<file path="src/rtl/wb_arbiter.sv">
// Register-file writeback arbiter: the main pipeline always wins the single write
// port; multicycle results wait in a small FIFO and drain in idle pipe cycles.
module wb_arbiter #(
    parameter int DATA_W = 32,
    parameter int ADDR_W = 5,
    parameter int DEPTH  = 2
) (
    input  logic                     clk,
    input  logic                     rst,
    input  logic                     pipe_we,
    input  logic [ADDR_W-1:0]        pipe_waddr,
    input  logic [DATA_W-1:0]        pipe_wdata,
    input  logic                     mc_valid,
    input  logic [ADDR_W-1:0]        mc_waddr,
    input  logic [DATA_W-1:0]        mc_wdata,
    output logic                     mc_ready,
    input  logic [ADDR_W-1:0]        raddr1,
    input  logic [ADDR_W-1:0]        raddr2,
    output logic                     pend_hit1,
    output logic                     pend_hit2,
    output logic                     we,
    output logic [ADDR_W-1:0]        waddr,
    output logic [DATA_W-1:0]        wdata,
    output logic [$clog2(DEPTH):0]   q_cnt
);

    localparam int PW = $clog2(DEPTH);
    localparam int CW = PW + 1;
    localparam logic [CW-1:0] CNT_FULL = CW'(DEPTH);
    localparam logic [CW-1:0] CNT_ONE  = CW'(1);
    localparam logic [PW-1:0] PTR_ONE  = PW'(1);

    logic              ent_valid [DEPTH];
    logic [ADDR_W-1:0] ent_addr  [DEPTH];
    logic [DATA_W-1:0] ent_data  [DEPTH];
    logic [PW-1:0]     rd_ptr;
    logic [PW-1:0]     wr_ptr;

    logic pipe_eff;
    logic push;
    logic enq;
    logic pop;
    logic empty;
    logic hit1;
    logic hit2;

    assign pipe_eff = pipe_we && (pipe_waddr != '0);
    assign empty    = (q_cnt == '0);
    assign mc_ready = !rst && (q_cnt < CNT_FULL);
    assign push     = mc_valid && mc_ready;
    // Results targeting r0 are handshaked but never stored.
    assign enq      = push && (mc_waddr != '0);

    // Pop happens whether or not the head is still valid; a stale head costs one idle slot.
    always_comb begin
        we    = 1'b0;
        waddr = '0;
        wdata = '0;
        pop   = 1'b0;
        if (!rst) begin
            if (pipe_eff) begin
                we    = 1'b1;
                waddr = pipe_waddr;
                wdata = pipe_wdata;
            end else if (!empty) begin
                pop = 1'b1;
                if (ent_valid[rd_ptr]) begin
                    we    = 1'b1;
                    waddr = ent_addr[rd_ptr];
                    wdata = ent_data[rd_ptr];
                end
            end
        end
    end

    always_comb begin
        hit1 = 1'b0;
        hit2 = 1'b0;
        for (int i = 0; i < DEPTH; i++) begin
            if (ent_valid[i] && (ent_addr[i] == raddr1)) hit1 = 1'b1;
            if (ent_valid[i] && (ent_addr[i] == raddr2)) hit2 = 1'b1;
        end
        if (push && (mc_waddr == raddr1)) hit1 = 1'b1;
        if (push && (mc_waddr == raddr2)) hit2 = 1'b1;
        pend_hit1 = !rst && (raddr1 != '0) && hit1;
        pend_hit2 = !rst && (raddr2 != '0) && hit2;
    end

    always_ff @(posedge clk or posedge rst) begin
        if (rst) begin
            for (int i = 0; i < DEPTH; i++) begin
                ent_valid[i] <= 1'b0;
                ent_addr[i]  <= '0;
                ent_data[i]  <= '0;
            end
            rd_ptr <= '0;
            wr_ptr <= '0;
            q_cnt  <= '0;
        end else begin
            if (pipe_eff) begin
                for (int i = 0; i < DEPTH; i++) begin
                    if (ent_addr[i] == pipe_waddr) ent_valid[i] <= 1'b0;
                end
            end
            if (pop) begin
                ent_valid[rd_ptr] <= 1'b0;
                rd_ptr            <= rd_ptr + PTR_ONE;
            end
            // Written last so a same-cycle matching pipe write cannot kill the new entry.
            if (enq) begin
                ent_valid[wr_ptr] <= 1'b1;
                ent_addr[wr_ptr]  <= mc_waddr;
                ent_data[wr_ptr]  <= mc_wdata;
                wr_ptr            <= wr_ptr + PTR_ONE;
            end
            case ({enq, pop})
                2'b10:   q_cnt <= q_cnt + CNT_ONE;
                2'b01:   q_cnt <= q_cnt - CNT_ONE;
                default: q_cnt <= q_cnt;
            endcase
        end
    end

endmodule

</file>
<file path="config.mk">
export PLATFORM = sky130hd
export DESIGN_NAME = wb_arbiter
export DESIGN_NICKNAME = d
export VERILOG_FILES = /design/src/rtl/wb_arbiter.sv
export SDC_FILE = /design/constraint.sdc
export NUM_CORES = 1
export LEC_CHECK = 0
export CORE_UTILIZATION = 41
export DETAILED_ROUTE_END_ITERATION = 7
export HOLD_SLACK_MARGIN = 0.05
export PLACE_DENSITY = 0.71
export SLEW_MARGIN = 10
export SYNTH_ARGS = -nofsm -noshare
export SYNTH_HDL_FRONTEND = slang
export SYNTH_SLANG_ARGS = --single-unit
export TNS_END_PERCENT = 50
</file>
<file path="constraint.sdc">
create_clock -name clk -period 5.65 [get_ports clk]
set_input_delay 1.13 -clock clk [delete_from_list [all_inputs] [get_ports clk]]
set_output_delay 1.13 -clock clk [all_outputs]
set_load 0.03 [all_outputs]
</file>
Word-level counts from Yosys, hierarchy flattened
Cells that the tools add are included.

Register bits: 80. Input port bits: 88. Output and inout bits: 43. Word-level logic and storage cells: 102.

$add $sub $neg: 4. $lt $le $gt $ge: 5. Eq/ne operators: 10. Muxes and demuxes: 46. Bitwise logic cells: 5. Reductions and logical operators: 23.

Operators with widths (number): 32-bit 2-to-1 mux (8); 64-bit bitwise mux (1); 5-bit == test (8); 5-bit 2-to-1 mux (8); 32-bit demux with 1-bit select (1); 1-bit 2-to-1 mux (20); 5-bit nonzero test (4); 1-bit logical AND (16); 10-bit bitwise mux (1); 2-bit 2-to-1 mux (3); 5-bit demux with 1-bit select (1); 2-bit greater-or-equal comparator (second input constant) (2); 2-bit by 1-bit < comparator with 1-bit output (second input constant) (2); 1-bit NOT with 2-bit output (2); 2-bit case mux with 2 select lines (1); 1-bit adder (second input constant) (2); 2-bit by 1-bit adder with 2-bit output (second input constant) (1); 2-bit AND (1); 1-bit demux with 1-bit select (2); 2-bit by 1-bit == test with 1-bit output (second input constant) (1); 2-bit == test (second input constant) (1); 2-bit zero test (1); 2-bit < comparator (second input constant) (1); 2-bit NOT (1); other kinds (4) (4).

Depth between registers and ports, before layout
Gate-level depths: netlist of the first run.

Word-level depth: 10. Gate-level depth with buffers: 7. Mapped depth without buffers: 7.

Worst setup path after synthesis of the first run
No wires, ideal clock.

Path kind: in2out. From: input port rst. To: output port waddr[0]. Arrival: 4.211 ns. Required time: 4.520 ns. Slack: 0.309 ns. Stages: 5. Path buffers: 2. Path through: inv_1 o21ai_1 buf_2 buf_4 a211oi_1.

Longest elaborated chain between the ends: 1.

Ends and longest elaborated chain: from (decl) (RTL line 9) `input logic rst,`; 5-bit 2-to-1 mux (RTL line 60) `if (!rst) begin`; to (decl) (RTL line 22) `output logic [ADDR_W-1:0] waddr,`.

No other way between the ends.

Worst setup path after layout of the first run
From: input port pipe_waddr[1]. To: output port wdata[28].

Longest elaborated chain between the ends: 4.

Ends and longest elaborated chain: from (decl) (RTL line 11) `input logic [ADDR_W-1:0] pipe_waddr,`; 5-bit nonzero test (RTL line 47) `assign pipe_eff = pipe_we && (pipe_waddr != '0);`; 1-bit logical AND (RTL line 47); 32-bit 2-to-1 mux (RTL line 61) `if (pipe_eff) begin`; 32-bit 2-to-1 mux (RTL line 60); to (decl) (RTL line 23) `output logic [DATA_W-1:0] wdata,`.

No other way between the ends.

==> results by group, run 1 <==
STA
  • Final hold viol count: 0
  • Final setup vio count: 0
  • Tmin final: 5050 ps
  • Layout Skew: 7.72 ps
  • RSZ-0062 raised after global routing: no
  • Final worst setup slack: 604 ps
  • Relative slew slack: 33.7%
  • FMAX: 198 MHz
  • Tightest Pin Transition: 992 ps
  • Final Cycle Share: 89.3%
  • Final TNS setup: 0 ps
  • Final Slew Violations: 0

Global routing
  • Total gr overflow: 0
  • First-pass GRT wire length: 17200 um
  • Pin count of the biggest net entering global routing: 78
  • Number of global-route vias before repair: 3502
  • Initial antenna violation count: 0
  • GRT Util Overall: 19.3%

Drt
  • Wirelength per Cell: 16.5 um
  • DRC: 0
  • ANT nets after route: 0
  • Initial DRC Count: 100
  • Vias after detailed routing: 3429
  • Drt total wl: 10700 um
  • Initial DRT Pass Iterations: 6
  • DR vias/cell: 5.27

Clocking
  • Clock Path Buffers: 2
  • # hold bufs at CTS: 0
  • Post-CTS sizing: 0
  • TritonCTS Buffers: 9
  • CTS tree: built
  • CTS HTree Levels: 3
  • # clock sinks: 80
  • Clock Latency Late Sink: 350 ps
  • Post-CTS setup buffer count: 0
  • Root Driver: clkbuf_8
  • Clock transition at path regs: 80 ps

Placement
  • Post-DP HPWL: 7400 um
  • Final RePlAce weighted congestion: 0.857
  • Port bufs: 130
  • DP Worst Slack: 600 ps

Floorplanning
  • Die area: 0.0115 mm^2
  • Top Ports: 131
  • Initial Util: 41.9%
  • Chip width: 107 um
  • Num rows: 38
  • Core Region: 0.0108 mm^2
  • Die H: 107 um

Logic synthesis
  • Synth Register Bits: 80
  • Largest area contributor in the netlist: dfrtp_1
  • Post-synth cell types: 33
  • Ys Warns: 0
  • Area contributors post-synth: dfrtp_1 (44%), mux2_2 (11%), mux2i_1 (8.4%), mux2_4 (6.3%), a211oi_1 (6.1%)
  • Asr flop ratio synth: 100%
  • Post-synthesis sequential area ratio: 44.1%
  • Synthesized cell area: 0.00454 mm^2
  • Ys flop type: dfrtp_1
  • Post-Syn Instances: 382
  • Mean area per synthesized cell: 11.9 um^2
  • Area share of the largest cell type after synthesis: 44.1%
  • Post-synth EDFFs: 0
  • Post-Syn Nets: 471

Worst setup path
  • Critical Path Slowest Stage Cell: clkdlybuf4s50_1
  • Startpoint Class: input port
  • Worst EP required: 4520 ps
  • Crit-path cells: clkdlybuf4s50_1 > or4_1 > o21ai_4 > buf_4 > nor2_1 > a211oi_1 > clkdlybuf4s50_1
  • Slowest Stage Delay on Critical Path: 710 ps
  • Critical Path Most Common Cell: clkdlybuf4s50_1
  • Worst Setup End Kind: output port
  • Worst-path fanout max: 25
  • Worst EP arrival: 3920 ps
  • Critical path class: in -> out

Power
  • Net Sw Frac: 36.1%
  • Clock Power Share: 16.4%
  • Power density cells: 457 mW/mm^2
  • Final Power: 2810 uW
  • Sequential Power Share: 38.5%
  • P_sw: 1020 uW
  • Comb power frac: 45.2%
  • Leakage: 0.00251 uW
  • Peak supply drop: 231 uV
  • Internal: 1800 uW

Final layout
  • Fillers: 958
  • Nets: 595
  • Area Overhead vs Synth: 35.6%
  • Share of layout cells above drive strength 1: 18.2%
  • # diodes: 0

Job
  • Max_cap viols: 0

Worst hold path
  • Worst hold path type: reg -> reg

Run status
  • Outcome: finished, final reports clean
[state kept, by name, summed over array words and instances, names as in the netlist]
signal	count
q_cnt	2
wr_ptr	1
rd_ptr	1
ent_valid	2
ent_addr	10
ent_data	64
[metrics by stage]
step	std cells	util, %	area (um^2)	hold WS, ps
finish	651	56.8	6160	493
global route	651	56.8	6160	510
CTS	651	56.8	6160	499
detailed placement	635	54.9	5950	481
global placement	635	54.9	5950	474
floorplan	382	-	4540	464
[layout make-up]
| class | instances | area (um^2) | area share, % |
|---|---|---|---|
| Clock buffer | 11 | 131 | 2.13 |
| Inverter | 3 | 12.5 | 0.203 |
| Clock inverter | 5 | 81.3 | 1.32 |
| Tap cell | 140 | 175 | 2.84 |
| Timing Repair Buffer | 138 | 1360 | 22.1 |
| Multi-Input combinational cell | 274 | 2400 | 38.9 |
| Sequential cell | 80 | 2000 | 32.5 |
[metal layers]
metal  part of all wire (%)  global-route usage, %
met5                      0                      0
met4                    1.3                   7.24
met3                    5.5                   3.87
met2                     48                   32.1
met1                     45                   24.7
[synth_stat cells, drive strengths merged (2+ instances only)]
cell	number
clkbuf	7
a31oi	2
dfrtp	80
nor2	43
nand3	7
mux2	74
nor4	5
xor2	28
inv	3
buf	18
o21ai	8
mux2i	38
xnor2	16
or4	6
a211oi	37
[cells in the final DEF, fill, tap and decap left out, drive strengths merged, types with 2 or more instances in the layout]
cell           count
nand3              7
clkinv             3
dfrtp             80
mux2              74
xor2              28
nor2              43
a211oi            37
clkdlybuf4s50    130
o21ai              8
a31oi              2
or4                6
bufinv             2
clkbuf            11
nor4               5
mux2i             38
buf                8
xnor2             16
inv                2
[cell families after synthesis]
family	share of synthesized area, %
buf+inv	3.83
mux	28.3
flops	44.1
simple gates	6.88
compound gates	8.21
xor+xnor	8.48
fa+ha+maj	0.275
[power by group through the flow]
| stage | clock, uW | combinational, uW | sequential (uW) |
|---|---|---|---|
| finish | 460 | 1270 | 1080 |
| global route | 491 | 1370 | 1130 |
| CTS | 469 | 1290 | 1090 |
| detailed placement | 0 | 1280 | 1100 |
| global placement | 0 | 1260 | 1080 |
| floorplan | 0 | 927 | 1040 |
[worst max-delay path, delay by kind of cell]
| family | cells | cell delay [ps] |
|---|---|---|
| AOI/OAI and AO/OA | 2 | 530 |
| and+or+nand+nor | 2 | 710 |
| buffers and inverters | 3 | 1530 |
[path summary, 6_finish.rpt]
kind | slack [ps] | endpoint | cells past startpoint | start
worst max register to register | 2980 | ent_data[60]$_DFFE_PP0P_ | 5 | q_cnt[1]$_DFFE_PP0P_
min in group asynchronous | 1070 | ent_addr[6]$_DFFE_PP0P_ | 2 | rst
worst max-delay path | 600 | wdata[28] | 7 | pipe_waddr[1]
worst min-delay path | 490 | ent_data[26]$_DFFE_PP0P_ | 1 | ent_data[26]$_DFFE_PP0P_
worst min register to register | 490 | ent_data[26]$_DFFE_PP0P_ | 1 | ent_data[26]$_DFFE_PP0P_
max in group asynchronous | 3380 | rd_ptr$_DFFE_PP0P_ | 3 | rst
(Power assumes the default switching activity.)
==> run 2, diff against run 1 <==
Settings changed: ABC_CLOCK_PERIOD_IN_PS set to 5650, CTS_CLUSTER_SIZE set to 28.
==> results of run 2 <==
The final DEF is identical to that of run 1; final timing and power are the same.
